[src/rtl/rvvi_host_ack_rx.sv]
// RVVI host-ack receiver: parses host reply frames, tracks trace backlog, paces the core.
// Optional macro RVVI_ACK_LOAD_THROTTLE_EN adds a host-load term to ExternalStall.
module rvvi_host_ack_rx #(
    parameter logic [15:0] ETHER_TYPE      = 16'h005C,
    parameter logic [63:0] MAX_OUTSTANDING = 64'd256,
    parameter logic [31:0] TIMEOUT_CYCLES  = 32'd100000
`ifdef RVVI_ACK_LOAD_THROTTLE_EN
   ,parameter logic [31:0] LOAD_THRESHOLD  = 32'h0000_8000
`endif
) (
    input  logic        clk,
    input  logic        reset,
    input  logic        SentValid,
    input  logic [63:0] SentMinstret,
    input  logic [31:0] RxData,
    input  logic [3:0]  RxKeep,
    input  logic        RxValid,
    input  logic        RxLast,
    output logic        RxReady,
    output logic        AckValid,
    output logic [63:0] AckedMinstret,
    output logic [31:0] HostLoad,
    output logic        ExternalStall,
    output logic        Timeout,
    output logic [15:0] BadFrameCount
);

    localparam logic [2:0] IDLE    = 3'd0;
    localparam logic [2:0] HDR     = 3'd1;
    localparam logic [2:0] PAYLOAD = 3'd2;
    localparam logic [2:0] DRAIN   = 3'd3;
    localparam logic [2:0] COMMIT  = 3'd4;

    logic [2:0]  state;
    logic [2:0]  wordIdx;
    logic [2:0]  curIdx;
    logic        wordErr;
    logic        accept;
    logic        commitTake;
    logic [63:0] lastSent;
    logic [63:0] outstanding;
    logic [31:0] toCnt;
    logic [15:0] shAckLo;
    logic [31:0] shAckMid;
    logic [15:0] shAckHi;
    logic [31:0] shLoad;
    logic [63:0] shadowAck;

    assign accept     = RxValid & RxReady;
    assign shadowAck  = {shAckHi, shAckMid, shAckLo};
    assign commitTake = (state == COMMIT) && (shadowAck >= AckedMinstret);

    // A word seen in IDLE or COMMIT is always w0 of a fresh frame.
    always_comb begin
        curIdx  = (state == HDR || state == PAYLOAD) ? wordIdx : 3'd0;
        wordErr = (RxKeep != 4'hF)
                || (RxLast && curIdx != 3'd6)
                || (!RxLast && curIdx == 3'd6)
                || (curIdx == 3'd3 && RxData[15:0] != ETHER_TYPE);
    end

    always_comb begin
        outstanding = '0;
        if (lastSent >= AckedMinstret)
            outstanding = lastSent - AckedMinstret;
    end

    always_ff @(posedge clk) begin
        if (reset) begin
            state         <= IDLE;
            wordIdx       <= '0;
            RxReady       <= 1'b0;
            BadFrameCount <= '0;
        end else begin
            RxReady <= 1'b1;
            if (state == DRAIN) begin
                if (accept && RxLast)
                    state <= IDLE;
            end else if (accept) begin
                if (wordErr) begin
                    if (BadFrameCount != 16'hFFFF)
                        BadFrameCount <= BadFrameCount + 16'd1;
                    state <= RxLast ? IDLE : DRAIN;
                end else if (curIdx == 3'd6) begin
                    state <= COMMIT;
                end else begin
                    state   <= (curIdx >= 3'd2) ? PAYLOAD : HDR;
                    wordIdx <= curIdx + 3'd1;
                end
            end else if (state == COMMIT) begin
                state <= IDLE;
            end
        end
    end

    always_ff @(posedge clk) begin
        if (accept && state != DRAIN) begin
            case (curIdx)
                3'd3: shAckLo <= RxData[31:16];
                3'd4: shAckMid <= RxData;
                3'd5: begin
                    shAckHi      <= RxData[15:0];
                    shLoad[15:0] <= RxData[31:16];
                end
                3'd6: shLoad[31:16] <= RxData[15:0];
                default: ;
            endcase
        end
    end

    always_ff @(posedge clk) begin
        if (reset) begin
            AckedMinstret <= '0;
            HostLoad      <= '0;
            AckValid      <= 1'b0;
            lastSent      <= '0;
            ExternalStall <= 1'b0;
            toCnt         <= '0;
            Timeout       <= 1'b0;
        end else begin
            AckValid <= commitTake;
            Timeout  <= 1'b0;
            if (commitTake) begin
                AckedMinstret <= shadowAck;
                HostLoad      <= shLoad;
            end
            if (SentValid)
                lastSent <= SentMinstret;
`ifdef RVVI_ACK_LOAD_THROTTLE_EN
            ExternalStall <= (outstanding > MAX_OUTSTANDING) || (HostLoad > LOAD_THRESHOLD);
`else
            ExternalStall <= (outstanding > MAX_OUTSTANDING);
`endif
            if (outstanding == '0 || commitTake) begin
                toCnt <= '0;
            end else if (toCnt == TIMEOUT_CYCLES - 32'd1) begin
                Timeout <= 1'b1;
                toCnt   <= '0;
            end else begin
                toCnt <= toCnt + 32'd1;
            end
        end
    end

endmodule

[config.mk]
export PLATFORM = sky130hd
export DESIGN_NAME = rvvi_host_ack_rx
export DESIGN_NICKNAME = d
export VERILOG_FILES = /design/src/rtl/rvvi_host_ack_rx.sv
export SDC_FILE = /design/constraint.sdc
export NUM_CORES = 1
export LEC_CHECK = 0
export CAP_MARGIN = 40
export CORE_UTILIZATION = 56
export DETAILED_ROUTE_END_ITERATION = 8
export GPL_TIMING_DRIVEN = 0
export HOLD_SLACK_MARGIN = 0.03
export PLACE_DENSITY = 0.89
export SLEW_MARGIN = 20
export SYNTH_ARGS = -nofsm -noshare
export SYNTH_HDL_FRONTEND = slang
export SYNTH_SLANG_ARGS = --single-unit
export TNS_END_PERCENT = 100
[constraint.sdc]
create_clock -name clk -period 5.6 [get_ports clk]
set_clock_uncertainty 0.2 [all_clocks]
set_input_delay 1.68 -clock clk [delete_from_list [all_inputs] [get_ports clk]]
set_output_delay 1.68 -clock clk [all_outputs]
set_load 0.03 [all_outputs]
==> qor.yml <==
cells_and_area:
  final_cell_mix: "345 x nor2_1, 219 x clkdlybuf4s50_1, 218 x dfxtp_1"
  ff_latch_area_sq_um: 7250
  diodes: 0
  layout-drive-gt1-share: 0.0488
  final_common_cell: "nor2_1"
  area_delta_synth_final_pct: 22.4
  layout.nets: 2448
  multi_input_area_sq_um: 9370
  n_fill_cell: 2208
  fin_util: 0.704
yosys:
  ys.flop_type: "dfxtp_1"
  synth_warnings: 0
  synth_nets: 2185
  syn_area_sq_um: 17300
  postSynthCellCount: 1944
  ys_seq_area_frac: 0.419
  synth_async_sr_flop_share: 0
  synth_edf_count: 96
  synth_area_per_cell_sq_um: 8.89
  ys_types: 80
  ys_ff_latch: 314
grt:
  grt-ovfl-total: 0
  grt_max_degree: 33
  grt_pass1_vias: 15500
  antenna_found_initial: 1
  track_usage: 0.355
  grt_pass1_wl_mm: 85.1
placed_design:
  dpl.hpwl_mm: 44.2
  gp_congestion: 0.984
  portBuffers: 219
status:
  run_status: "completed"
detailed_routing:
  drt_wl_total_mm: 57.3
  num_vias: 16400
  drc: 0
  wl_per_cell_um: 21.9
  first_iter_violations: 1720
  drtPass1Iterations: 8
  via_per_inst: 6.24
  drtAntennaViolNets: 0
clocking:
  cts.clk_slew.worst_paths_ns: 0.06
  clockBufferDepth: 3
  cts_root_buffer: "clkbuf_16"
  cts_tree: "yes"
  cts-resized-gates: 0
  cts_sinks: 314
  htreeDepth: 2
  cts_inserted_buffers: 34
  clk_latency_ns: 0.54
power:
  p_leak_nw: 8.17
  peakVddDrop_mv: 0.257
  power.density_nw_per_um2: 265
sta:
  fin_crit_ns: 5.38
  finalSetupViolCount: 0
  finalHoldViolCount: 0
  tns_ns: 0
  clock.fmax_mhz: 186
  finalCritPeriodShare: 0.960
  slew_headroom: 0.426
  tightest_slew_ns: 0.854
  rsz0062_at_grt: "false"
  maxSlewViolCount: 0
hold_path:
  hp-class: "flop to flop"
die:
  die_h_um: 178
  die_w_um: 178
  io_pins: 221
  num_rows: 63
  die-area_sq_um: 31600
  initial_core_util: 0.575
  coreArea_sq_um: 30000
worst_setup_path:
  r2r_slack_ns: 0.22
  worstPathRequired_ns: 5.79
  arrival_ns: 5.57
  worstSetupStartpointType: "flop"
  path_max_fanout: 10
  crit_type: "flop to flop"
  cp-end-kind: "flop"
run:
  drv_cap: 0
==> where the power goes <==
group | leakage, nW | switching (mW) | internal (mW)
sequential | 2.63 | 0.0228 | 2.37
clock | 0.537 | 0.949 | 1.25
combinational | 5.00 | 0.622 | 0.390
total | 8.17 | 1.59 | 4.01
==> critical path, cell delays in order, from the launching register on <==
cell and delay, ns:
dfxtp_1 0.36, inv_1 0.13, ha_1 0.33, nand4_1 0.12
nor3_1 0.42, nand4_1 0.23, nor3_1 0.43, nand2_1 0.14
a31oi_1 0.32, o41ai_1 0.20, a21oi_1 0.16, clkbuf_1 0.59
clkbuf_1 0.56, clkbuf_1 0.68, mux2i_1 0.29, nor2_1 0.06
==> final cells by class <==
class,instances,share of cell area
Inverter,83,0.0147
Clock inverter,18,0.00793
Clock buffer,43,0.0428
Timing Repair Buffer,227,0.109
Tap cell,390,0.0231
Multi-Input combinational cell,1464,0.443
Sequential cell,314,0.343
Buffer,83,0.0169
==> stage by stage <==
step / power, mW / setup WS [ns] / cells / hold slack [ns] / cell area [sq um]
global route: 5.78 / 0.0643 / 2622 / 0.286 / 21100
CTS: 5.58 / 0.258 / 2617 / 0.262 / 21100
floorplan: 3.09 / 0.983 / 1944 / 0.225 / 17300
global placement: 3.41 / 0.250 / 2553 / 0.235 / 20000
finish: 5.61 / 0.223 / 2622 / 0.259 / 21100
detailed placement: 3.42 / 0.295 / 2556 / 0.255 / 20000
==> cells by family (layout without fill, tap and decap cells) <==
kind of cell,after synthesis,count (layout),synth area share
AND/OR/NAND/NOR,724,724,0.191
AO/OA/AOI/OAI,417,417,0.150
flip-flops,314,314,0.419
buffers and inverters,166,454,0.0387
adder cells (fa/ha/maj),136,136,0.0989
multiplexers,104,104,0.0603
XOR/XNOR,83,83,0.0421
==> routing by layer <==
metal | vias to the layer above | routed length (um) | GRT usage
li1 | 7478 | - | -
met1 | 7727 | 23000 | 0.462
met2 | 956 | 25700 | 0.562
met3 | 200 | 5410 | 0.0641
met4 | 2 | 3180 | 0.181
met5 | - | 10 | 0
==> worst paths after layout <==
check | depth (start not counted) | endpoint | start
max | 15 | HostLoad[12]$_SDFFE_PP0P_ | AckedMinstret[45]$_SDFFE_PP0P_
min | 1 | toCnt[0]$_SDFF_PP0_ | toCnt[0]$_SDFF_PP0_
max reg2reg | 15 | HostLoad[12]$_SDFFE_PP0P_ | AckedMinstret[45]$_SDFFE_PP0P_
min reg2reg | 1 | toCnt[0]$_SDFF_PP0_ | toCnt[0]$_SDFF_PP0_
==> sequential cells by signal (all words and copies together), names as in the netlist <==
register       count
wordIdx            3
lastSent          64
state              3
AckValid           1
shAckHi           16
toCnt             32
shAckMid          32
RxReady            1
AckedMinstret     64
shAckLo           16
HostLoad          32
BadFrameCount     16
Timeout            1
ExternalStall      1
shLoad            32
==> Yosys cell counts, types with 13 or more instances <==
cell,count,area share
nor2_1,347,0.075
nor3_1,35,0.010
xor2_1,50,0.025
o21a_1,19,0.0083
mux2i_1,103,0.060
nand4_1,52,0.019
and3_1,13,0.0047
edfxtp_1,96,0.17
ha_1,135,0.098
nor4_1,20,0.0072
xnor2_1,33,0.017
buf_2,18,0.0052
nand3_1,34,0.0098
a211oi_1,13,0.0056
inv_1,83,0.018
o211ai_1,13,0.0056
dfxtp_1,218,0.25
clkbuf_1,49,0.011
nand2_1,142,0.031
o21ai_0,66,0.019
a21oi_1,185,0.054
a21o_1,30,0.013
==> repair_timing <==
action,4_1_cts,5_1_grt
setup endpoints to repair,0,20
hold buffers,0,0
setup buffers,0,2
hold endpoints to repair,0,0
Power figures use the tool's default switching activity.
